==> config.mk <==
export PLATFORM = sky130hd
export DESIGN_NAME = scoreboard_hazard_unit_flat
export DESIGN_NICKNAME = d
export VERILOG_FILES = /design/src/rtl/scoreboard_hazard_unit_if.sv /design/src/rtl/scoreboard_hazard_unit.sv /design/src/flat_wrapper.sv
export SDC_FILE = /design/constraint.sdc
export NUM_CORES = 1
export LEC_CHECK = 0
export BUFFER_PORTS_ARGS = -buffer_cell sky130_fd_sc_hd__buf_2
export CORE_MARGIN = 4
export CORE_UTILIZATION = 40
export CTS_CLUSTER_SIZE = 20
export DETAILED_ROUTE_END_ITERATION = 10
export GPL_TIMING_DRIVEN = 0
export HOLD_SLACK_MARGIN = 0.15
export PLACE_DENSITY_LB_ADDON = 0.05
export SYNTH_ARGS = -nofsm -noshare
export SYNTH_HDL_FRONTEND = slang
export SYNTH_SLANG_ARGS = --single-unit
export TNS_END_PERCENT = 20
==> constraint.sdc <==
create_clock -name CLK -period 3.3 [get_ports CLK]
set_input_delay 0.165 -clock CLK [delete_from_list [all_inputs] [get_ports CLK]]
set_output_delay 0.165 -clock CLK [all_outputs]
set_load 0.1 [all_outputs]
==> src/rtl/scoreboard_hazard_unit_if.sv <==
// ID-stage hazard bundle between the pipeline and the scoreboard hazard unit.
// The pipeline side is the master; the hazard unit is the slave.
interface scoreboard_hazard_unit_if #(
    parameter int REG_ADDR_WIDTH = 5,
    parameter int MAX_PENDING    = 4,
    parameter int CNT_WIDTH      = 16
);
    localparam int PCW = $clog2(MAX_PENDING + 1);

    logic                      ID_VALID;
    logic [REG_ADDR_WIDTH-1:0] ID_ADDR1;
    logic [REG_ADDR_WIDTH-1:0] ID_ADDR2;
    logic                      ID_OPERAND1_SELECT;
    logic                      ID_OPERAND2_SELECT;
    logic                      ID_REG_WRITE_EN;
    logic [REG_ADDR_WIDTH-1:0] ID_REG_WRITE_ADDR;
    logic                      ID_LONG_LAT;
    logic [REG_ADDR_WIDTH-1:0] EX_REG_WRITE_ADDR;
    logic                      EX_DATA_MEM_READ;
    logic                      COMPLETE_VALID;
    logic [REG_ADDR_WIDTH-1:0] COMPLETE_ADDR;
    logic                      FLUSH;
    logic                      STALL;
    logic [1:0]                HAZ_CAUSE;
    logic [PCW-1:0]            PENDING_COUNT;
    logic                      SB_FULL;
    logic                      SB_ERR;
    logic [CNT_WIDTH-1:0]      STALL_CYCLES;

    modport master (
        output ID_VALID, ID_ADDR1, ID_ADDR2,
        output ID_OPERAND1_SELECT, ID_OPERAND2_SELECT,
        output ID_REG_WRITE_EN, ID_REG_WRITE_ADDR, ID_LONG_LAT,
        output EX_REG_WRITE_ADDR, EX_DATA_MEM_READ,
        output COMPLETE_VALID, COMPLETE_ADDR, FLUSH,
        input  STALL, HAZ_CAUSE, PENDING_COUNT,
        input  SB_FULL, SB_ERR, STALL_CYCLES
    );

    modport slave (
        input  ID_VALID, ID_ADDR1, ID_ADDR2,
        input  ID_OPERAND1_SELECT, ID_OPERAND2_SELECT,
        input  ID_REG_WRITE_EN, ID_REG_WRITE_ADDR, ID_LONG_LAT,
        input  EX_REG_WRITE_ADDR, EX_DATA_MEM_READ,
        input  COMPLETE_VALID, COMPLETE_ADDR, FLUSH,
        output STALL, HAZ_CAUSE, PENDING_COUNT,
        output SB_FULL, SB_ERR, STALL_CYCLES
    );
endinterface

==> src/rtl/scoreboard_hazard_unit.sv <==
// Per-register scoreboard hazard detector for the ID stage: RAW, WAW and
// structural stalls on outstanding long-latency writes, plus load-use check.
module scoreboard_hazard_unit #(
    parameter int REG_ADDR_WIDTH = 5,
    parameter int MAX_PENDING    = 4,
    parameter int LOAD_MODE      = 0,
    parameter int CNT_WIDTH      = 16
) (
    input logic CLK,
    input logic RESET,
    scoreboard_hazard_unit_if.slave bus
);
    localparam int NUM_REGS = 2 ** REG_ADDR_WIDTH;
    localparam int PCW      = $clog2(MAX_PENDING + 1);
    localparam logic [REG_ADDR_WIDTH-1:0] X0 = '0;

    logic [NUM_REGS-1:0]  sb_q, sb_d, eff_sb;
    logic [PCW-1:0]       cnt_q, cnt_d, eff_cnt;
    logic                 err_q, err_d;
    logic [CNT_WIDTH-1:0] cyc_q, cyc_d;

    logic comp_nz, comp_hit, comp_miss;
    logic src1, src2;
    logic raw_sb, raw_ex, raw, waw, strct;
    logic stall, issue, set_en;
    logic [1:0] cause;

    always_comb begin
        comp_nz   = bus.COMPLETE_VALID && (bus.COMPLETE_ADDR != X0);
        comp_hit  = comp_nz && sb_q[bus.COMPLETE_ADDR];
        comp_miss = comp_nz && !sb_q[bus.COMPLETE_ADDR];

        // Completions bypass into this cycle's hazard check
        eff_sb = sb_q;
        if (comp_hit) begin
            eff_sb[bus.COMPLETE_ADDR] = 1'b0;
        end
        eff_cnt = cnt_q - PCW'(comp_hit);

        src1 = bus.ID_VALID && !bus.ID_OPERAND1_SELECT &&
               (bus.ID_ADDR1 != X0);
        src2 = bus.ID_VALID && !bus.ID_OPERAND2_SELECT &&
               (bus.ID_ADDR2 != X0);

        raw_sb = (src1 && eff_sb[bus.ID_ADDR1]) ||
                 (src2 && eff_sb[bus.ID_ADDR2]);

        raw_ex = 1'b0;
        if (LOAD_MODE == 0) begin
            raw_ex = bus.EX_DATA_MEM_READ &&
                     (bus.EX_REG_WRITE_ADDR != X0) &&
                     ((src1 && bus.EX_REG_WRITE_ADDR == bus.ID_ADDR1) ||
                      (src2 && bus.EX_REG_WRITE_ADDR == bus.ID_ADDR2));
        end

        raw   = raw_sb || raw_ex;
        waw   = bus.ID_VALID && bus.ID_REG_WRITE_EN &&
                (bus.ID_REG_WRITE_ADDR != X0) &&
                eff_sb[bus.ID_REG_WRITE_ADDR];
        strct = bus.ID_VALID && bus.ID_LONG_LAT && bus.ID_REG_WRITE_EN &&
                (eff_cnt == PCW'(MAX_PENDING));

        stall = !RESET && !bus.FLUSH && (raw || waw || strct);

        // Hazards may overlap, so this is a priority chain
        cause = 2'b00;
        if (stall) begin
            if (raw) begin
                cause = 2'b01;
            end else if (waw) begin
                cause = 2'b10;
            end else begin
                cause = 2'b11;
            end
        end

        issue  = bus.ID_VALID && !stall && !bus.FLUSH;
        set_en = issue && bus.ID_LONG_LAT && bus.ID_REG_WRITE_EN &&
                 (bus.ID_REG_WRITE_ADDR != X0);

        sb_d = eff_sb;
        if (set_en) begin
            sb_d[bus.ID_REG_WRITE_ADDR] = 1'b1;
        end
        cnt_d = eff_cnt + PCW'(set_en);

        err_d = err_q || comp_miss;

        cyc_d = cyc_q;
        if (stall && (cyc_q != {CNT_WIDTH{1'b1}})) begin
            cyc_d = cyc_q + CNT_WIDTH'(1);
        end
    end

    always_ff @(posedge CLK or posedge RESET) begin
        if (RESET) begin
            sb_q  <= '0;
            cnt_q <= '0;
            err_q <= 1'b0;
            cyc_q <= '0;
        end else begin
            sb_q  <= sb_d;
            cnt_q <= cnt_d;
            err_q <= err_d;
            cyc_q <= cyc_d;
        end
    end

    assign bus.STALL         = stall;
    assign bus.HAZ_CAUSE     = cause;
    assign bus.PENDING_COUNT = cnt_q;
    assign bus.SB_FULL       = (cnt_q == PCW'(MAX_PENDING));
    assign bus.SB_ERR        = err_q;
    assign bus.STALL_CYCLES  = cyc_q;
endmodule

==> src/flat_wrapper.sv <==
// flat-port wrapper written by rule: the top's interface ports become plain ports
module scoreboard_hazard_unit_flat 
#(
    parameter int REG_ADDR_WIDTH = 5,
    parameter int MAX_PENDING    = 4,
    parameter int LOAD_MODE      = 0,
    parameter int CNT_WIDTH      = 16
)
  (CLK, RESET, bus_ID_VALID, bus_ID_ADDR1, bus_ID_ADDR2, bus_ID_OPERAND1_SELECT, bus_ID_OPERAND2_SELECT, bus_ID_REG_WRITE_EN, bus_ID_REG_WRITE_ADDR, bus_ID_LONG_LAT, bus_EX_REG_WRITE_ADDR, bus_EX_DATA_MEM_READ, bus_COMPLETE_VALID, bus_COMPLETE_ADDR, bus_FLUSH, bus_STALL, bus_HAZ_CAUSE, bus_PENDING_COUNT, bus_SB_FULL, bus_SB_ERR, bus_STALL_CYCLES);
  scoreboard_hazard_unit_if #(.REG_ADDR_WIDTH(REG_ADDR_WIDTH), .MAX_PENDING(MAX_PENDING), .CNT_WIDTH(CNT_WIDTH)) bus_i ();
  input logic CLK;
  input logic RESET;
  input wire logic [$bits(bus_i.ID_VALID)-1:0] bus_ID_VALID;
  input wire logic [$bits(bus_i.ID_ADDR1)-1:0] bus_ID_ADDR1;
  input wire logic [$bits(bus_i.ID_ADDR2)-1:0] bus_ID_ADDR2;
  input wire logic [$bits(bus_i.ID_OPERAND1_SELECT)-1:0] bus_ID_OPERAND1_SELECT;
  input wire logic [$bits(bus_i.ID_OPERAND2_SELECT)-1:0] bus_ID_OPERAND2_SELECT;
  input wire logic [$bits(bus_i.ID_REG_WRITE_EN)-1:0] bus_ID_REG_WRITE_EN;
  input wire logic [$bits(bus_i.ID_REG_WRITE_ADDR)-1:0] bus_ID_REG_WRITE_ADDR;
  input wire logic [$bits(bus_i.ID_LONG_LAT)-1:0] bus_ID_LONG_LAT;
  input wire logic [$bits(bus_i.EX_REG_WRITE_ADDR)-1:0] bus_EX_REG_WRITE_ADDR;
  input wire logic [$bits(bus_i.EX_DATA_MEM_READ)-1:0] bus_EX_DATA_MEM_READ;
  input wire logic [$bits(bus_i.COMPLETE_VALID)-1:0] bus_COMPLETE_VALID;
  input wire logic [$bits(bus_i.COMPLETE_ADDR)-1:0] bus_COMPLETE_ADDR;
  input wire logic [$bits(bus_i.FLUSH)-1:0] bus_FLUSH;
  output wire logic [$bits(bus_i.STALL)-1:0] bus_STALL;
  output wire logic [$bits(bus_i.HAZ_CAUSE)-1:0] bus_HAZ_CAUSE;
  output wire logic [$bits(bus_i.PENDING_COUNT)-1:0] bus_PENDING_COUNT;
  output wire logic [$bits(bus_i.SB_FULL)-1:0] bus_SB_FULL;
  output wire logic [$bits(bus_i.SB_ERR)-1:0] bus_SB_ERR;
  output wire logic [$bits(bus_i.STALL_CYCLES)-1:0] bus_STALL_CYCLES;
  assign bus_i.ID_VALID = bus_ID_VALID;
  assign bus_i.ID_ADDR1 = bus_ID_ADDR1;
  assign bus_i.ID_ADDR2 = bus_ID_ADDR2;
  assign bus_i.ID_OPERAND1_SELECT = bus_ID_OPERAND1_SELECT;
  assign bus_i.ID_OPERAND2_SELECT = bus_ID_OPERAND2_SELECT;
  assign bus_i.ID_REG_WRITE_EN = bus_ID_REG_WRITE_EN;
  assign bus_i.ID_REG_WRITE_ADDR = bus_ID_REG_WRITE_ADDR;
  assign bus_i.ID_LONG_LAT = bus_ID_LONG_LAT;
  assign bus_i.EX_REG_WRITE_ADDR = bus_EX_REG_WRITE_ADDR;
  assign bus_i.EX_DATA_MEM_READ = bus_EX_DATA_MEM_READ;
  assign bus_i.COMPLETE_VALID = bus_COMPLETE_VALID;
  assign bus_i.COMPLETE_ADDR = bus_COMPLETE_ADDR;
  assign bus_i.FLUSH = bus_FLUSH;
  assign bus_STALL = bus_i.STALL;
  assign bus_HAZ_CAUSE = bus_i.HAZ_CAUSE;
  assign bus_PENDING_COUNT = bus_i.PENDING_COUNT;
  assign bus_SB_FULL = bus_i.SB_FULL;
  assign bus_SB_ERR = bus_i.SB_ERR;
  assign bus_STALL_CYCLES = bus_i.STALL_CYCLES;
  scoreboard_hazard_unit #(.REG_ADDR_WIDTH(REG_ADDR_WIDTH), .MAX_PENDING(MAX_PENDING), .LOAD_MODE(LOAD_MODE), .CNT_WIDTH(CNT_WIDTH)) u_core (.CLK(CLK), .RESET(RESET), .bus(bus_i));
endmodule
==> summary by stage <==
Floorplanning
The die covers 13300 um^2. The core region is between 10000 and 15000 um^2. Row generation in the floorplan step produced 38 rows.

The die span in x is 115 um. The starting density of the core is 0.417. In this run the count of I/O pins placed on the die edge is about 60. The die is approximately 120 um tall.

Setup path
The number of cells on the worst reg-to-reg path is 20. The type of destination of the critical path is a flop. Among all stages on the critical path, the largest delay is contributed by sky130_fd_sc_hd__or4b_4. Together, buffers and inverters on the worst path number 6. The flop-to-flop setup slack is -0.59 ns. The cell that appears most often on the critical path is sky130_fd_sc_hd__buf_6. For the worst setup path, the data arrival time is roughly 4.1 ns.

The startpoint type of the worst setup path is a flop. Walking the worst path, the cells encountered are mux2i_4 -> o22ai_2 -> nor3_2 -> o2111a_2 -> buf_6 -> buf_16 -> nor3_2 -> or4b_4 -> a41o_1 -> a32oi_2 -> nor4_4 -> buf_6 -> buf_6 -> buf_6 -> a21oi_4 -> buf_6 -> nor4_4 -> ha_2 -> ha_4 -> xnor2_2. The top fanout value on the critical path is 4. The delay contributed by the slowest stage of the critical path is 0.49 ns. In this design, the largest share of critical-path delay is due to compound AO/OA/AOI/OAI gates. The worst setup path is of the reg2reg kind. The data required time of the critical path is 3.48 ns. The path length in cells of the critical path is 20.

Finish
In the layout the commonest cells are 50 x sky130_fd_sc_hd__buf_4, 46 x sky130_fd_sc_hd__buf_2, 41 x sky130_fd_sc_hd__dfrtp_1. The final instance area is between 7000 and 8000 um^2. The fraction of final layout cells with drive strength greater than 1 is 0.424.

The finished layout holds ~830 standard cells, fillers aside. 0 antenna diodes ended up in the layout. The commonest non-fill, non-tap cell in the layout is sky130_fd_sc_hd__buf_4.

The number of nets in the final layout is approximately 730. Compared with the post-synthesis result, the final layout area differs by 52.3%.

CTS
TritonCTS built the clock tree. The clock transition at the registers of the reported paths is 0.07 ns. In this run the deepest clock path goes through 2 buffers. The number of clock sinks is 52. The number of clock buffers added by TritonCTS is 5.

The root cell of the clock tree is sky130_fd_sc_hd__clkbuf_16. The clock tree synthesis step divided the H-tree into 2 levels. The source-to-sink clock delay at the later pin of the worst-skew pair is around 0.30 ns.

Synthesis
The share of the Yosys chip area taken by registers is 0.282. Counting flops and latches in the post-synthesis netlist gives between 50 and 60. The average footprint of a synthesized cell is between 8 and 9 um^2. Synthesis produced 566 cells. The dominant synthesized flop cell is sky130_fd_sc_hd__dfrtp_1. The number of library cell types mapped by synthesis is 70. The area of the mapped netlist is 4620 um^2. The number of flops mapped to enable cells by yosys is 0. The net count of the mapped netlist is approximately 610. The total number of yosys warnings is 0. The async set or reset register ratio after synthesis is 1.00.

Place
The cell area reported after detailed placement is ~5100 um^2. The detailed placer's ending HPWL is 15.0 mm. The number of instances in the placed design is 758. The post-placement worst setup slack is -2.07 ns. The final weighted congestion in routability-driven placement is 0.981. Port buffering added 51 buffers.

Power
The worst-case IR drop observed on VDD is 1.01 mV. The leakage power summed over all cells is between 2 and 3 nW. The total power of the final layout is ~0.0028 W.

Power spread over the standard cell area amounts to around 400 nW/um^2.

Min path
The worst min-delay path category is in2reg. The worst hold path cell count is 4.

Timing
For the finished layout, the period the worst path requires is approximately 4 ns. The worst slew margin relative to its limit is 0.357. At the pin with the least slew margin, the transition time is approximately 0.96 ns. The number of max-slew violations in the final report is 0. Across the routed clock network, the largest skew measured is 0.00769 ns. Final hold analysis gives a worst-case slack of ~0.41 ns. The final number of hold-violating endpoints was 0. The number of failing setup endpoints in the final timing report is 53. In the post-route analysis, the smallest setup slack over all paths is -0.590 ns. Static timing analysis puts the maximum clock frequency at 257 MHz. In the finished design, the share of the clock period the worst path needs comes to 1.18. Setup repair after global routing could not meet its margin everywhere.

Drt
The ratio of routed vias to standard cells is 6.83. After detailed routing, the average wire length per cell comes to ~26 um. The number of detailed-routing iterations run before antenna repair is 5. The post-detailed-routing wire length is roughly 22 mm. The count of nets left with antenna violations once routing finished came out at 0. The number of vias after detailed routing is about 5.7k. The violation count after the first detailed-routing iteration is about 660.

The remaining design rule violation count is 0.

Global route
The wire length of the first global-routing pass is 32.5 mm. For this run, the total global-route usage over all layers was measured as 0.321. The largest net degree at the start of global routing is 36. The total overflow left after global routing is 0. The number of global-route vias before repair is ~5.5k. The number of antenna violations at the first check in global routing came to 0.

Run status
The run finished, with violations left. The final reports fail on setup timing.

Run
Max-cap violations in this run came to 0.
-- worst min-delay path, cell delays in order --
cell and delay (ns):
sky130_fd_sc_hd__buf_6 0.08, sky130_fd_sc_hd__or3b_4 0.23, sky130_fd_sc_hd__o41ai_4 0.14, sky130_fd_sc_hd__o31ai_4 0.06
-- layout make-up --
type / count / area, um^2
multi-input combinational: 450 / 4020
clock inverter: 1 / 30.0
sequential: 52 / 1320
buffer: 46 / 323
clock buffer: 7 / 153
inverter: 15 / 56.3
fill: 927 / 4040
tap: 140 / 175
timing repair buffer: 116 / 963
-- registers in the layout, summed over array words and instances, names as in the netlist --
name / flops
u_core.bus.PENDING_COUNT: 3
u_core.bus.STALL_CYCLES: 16
u_core.sb_q: 32
u_core.bus.SB_ERR: 1
-- cells in the mapped netlist, drive strengths merged, types with 12 or more instances --
library cell | count | share of area
mux2i | 19 | 0.041
dfrtp | 52 | 0.28
nor3 | 28 | 0.031
nand2 | 39 | 0.032
inv | 15 | 0.012
o21ai | 26 | 0.028
nand3 | 28 | 0.030
buf | 20 | 0.021
nand4 | 14 | 0.019
xor2 | 21 | 0.040
clkbuf | 29 | 0.024
a21oi | 24 | 0.027
a211oi | 12 | 0.020
nor2 | 36 | 0.031
o41ai | 12 | 0.028
xnor2 | 12 | 0.023
o31ai | 42 | 0.069
-- timing repair --
action,4_1_cts,5_1_grt
pin swaps,32,37
hold endpoints to repair,17,0
setup buffers,47,13
gates resized for setup,161,77
cloned,3,0
hold buffers,1,0
endpoints found under the setup margin,53,53
-- final timing paths --
path                                      start                          end
setup / recovery                u_core.sb_q[31]  u_core.bus.PENDING_COUNT[2]
hold / removal             bus_COMPLETE_ADDR[4]               u_core.sb_q[4]
setup reg to reg                u_core.sb_q[31]  u_core.bus.PENDING_COUNT[2]
hold reg to reg               u_core.bus.SB_ERR            u_core.bus.SB_ERR
max in group asynchronous                 RESET               u_core.sb_q[3]
min in group asynchronous                 RESET              u_core.sb_q[22]
-- cells by family after synthesis --
family          Yosys count  share of synthesized area
flops                    52                      0.282
fa+ha+maj                 5                     0.0135
mux                      26                     0.0655
xor+xnor                 33                     0.0626
simple gates            212                      0.245
compound gates          174                      0.274
buf+inv                  64                     0.0571
-- per-stage QoR --
stage | util | setup TNS [ns]
after floorplan | - | -5.87
after global placement | 0.463 | -83.23
after detailed placement | 0.465 | -81.12
after CTS | 0.592 | -13.02
after global routing | 0.635 | -23.53
final | 0.635 | -20.24
-- metal layers --
| layer | up-vias | GRT usage | part of all wire |
|---|---|---|---|
| met1 | 2774 | 0.448 | 0.41 |
| met4 | 0 | 0.130 | 0.043 |
| met3 | 69 | 0.0804 | 0.11 |
| met2 | 386 | 0.477 | 0.44 |
| met5 | - | 0 | 0 |
| li1 | 2422 | - | - |
-- report_power, final --
part           switching, W  internal (W)  total (W)
combinational      0.000943      0.000454    0.00140
sequential        0.0000933      0.000715   0.000808
clock              0.000241      0.000400   0.000641
total               0.00128       0.00157    0.00285
No activity file was read; power rests on OpenSTA's default activity.
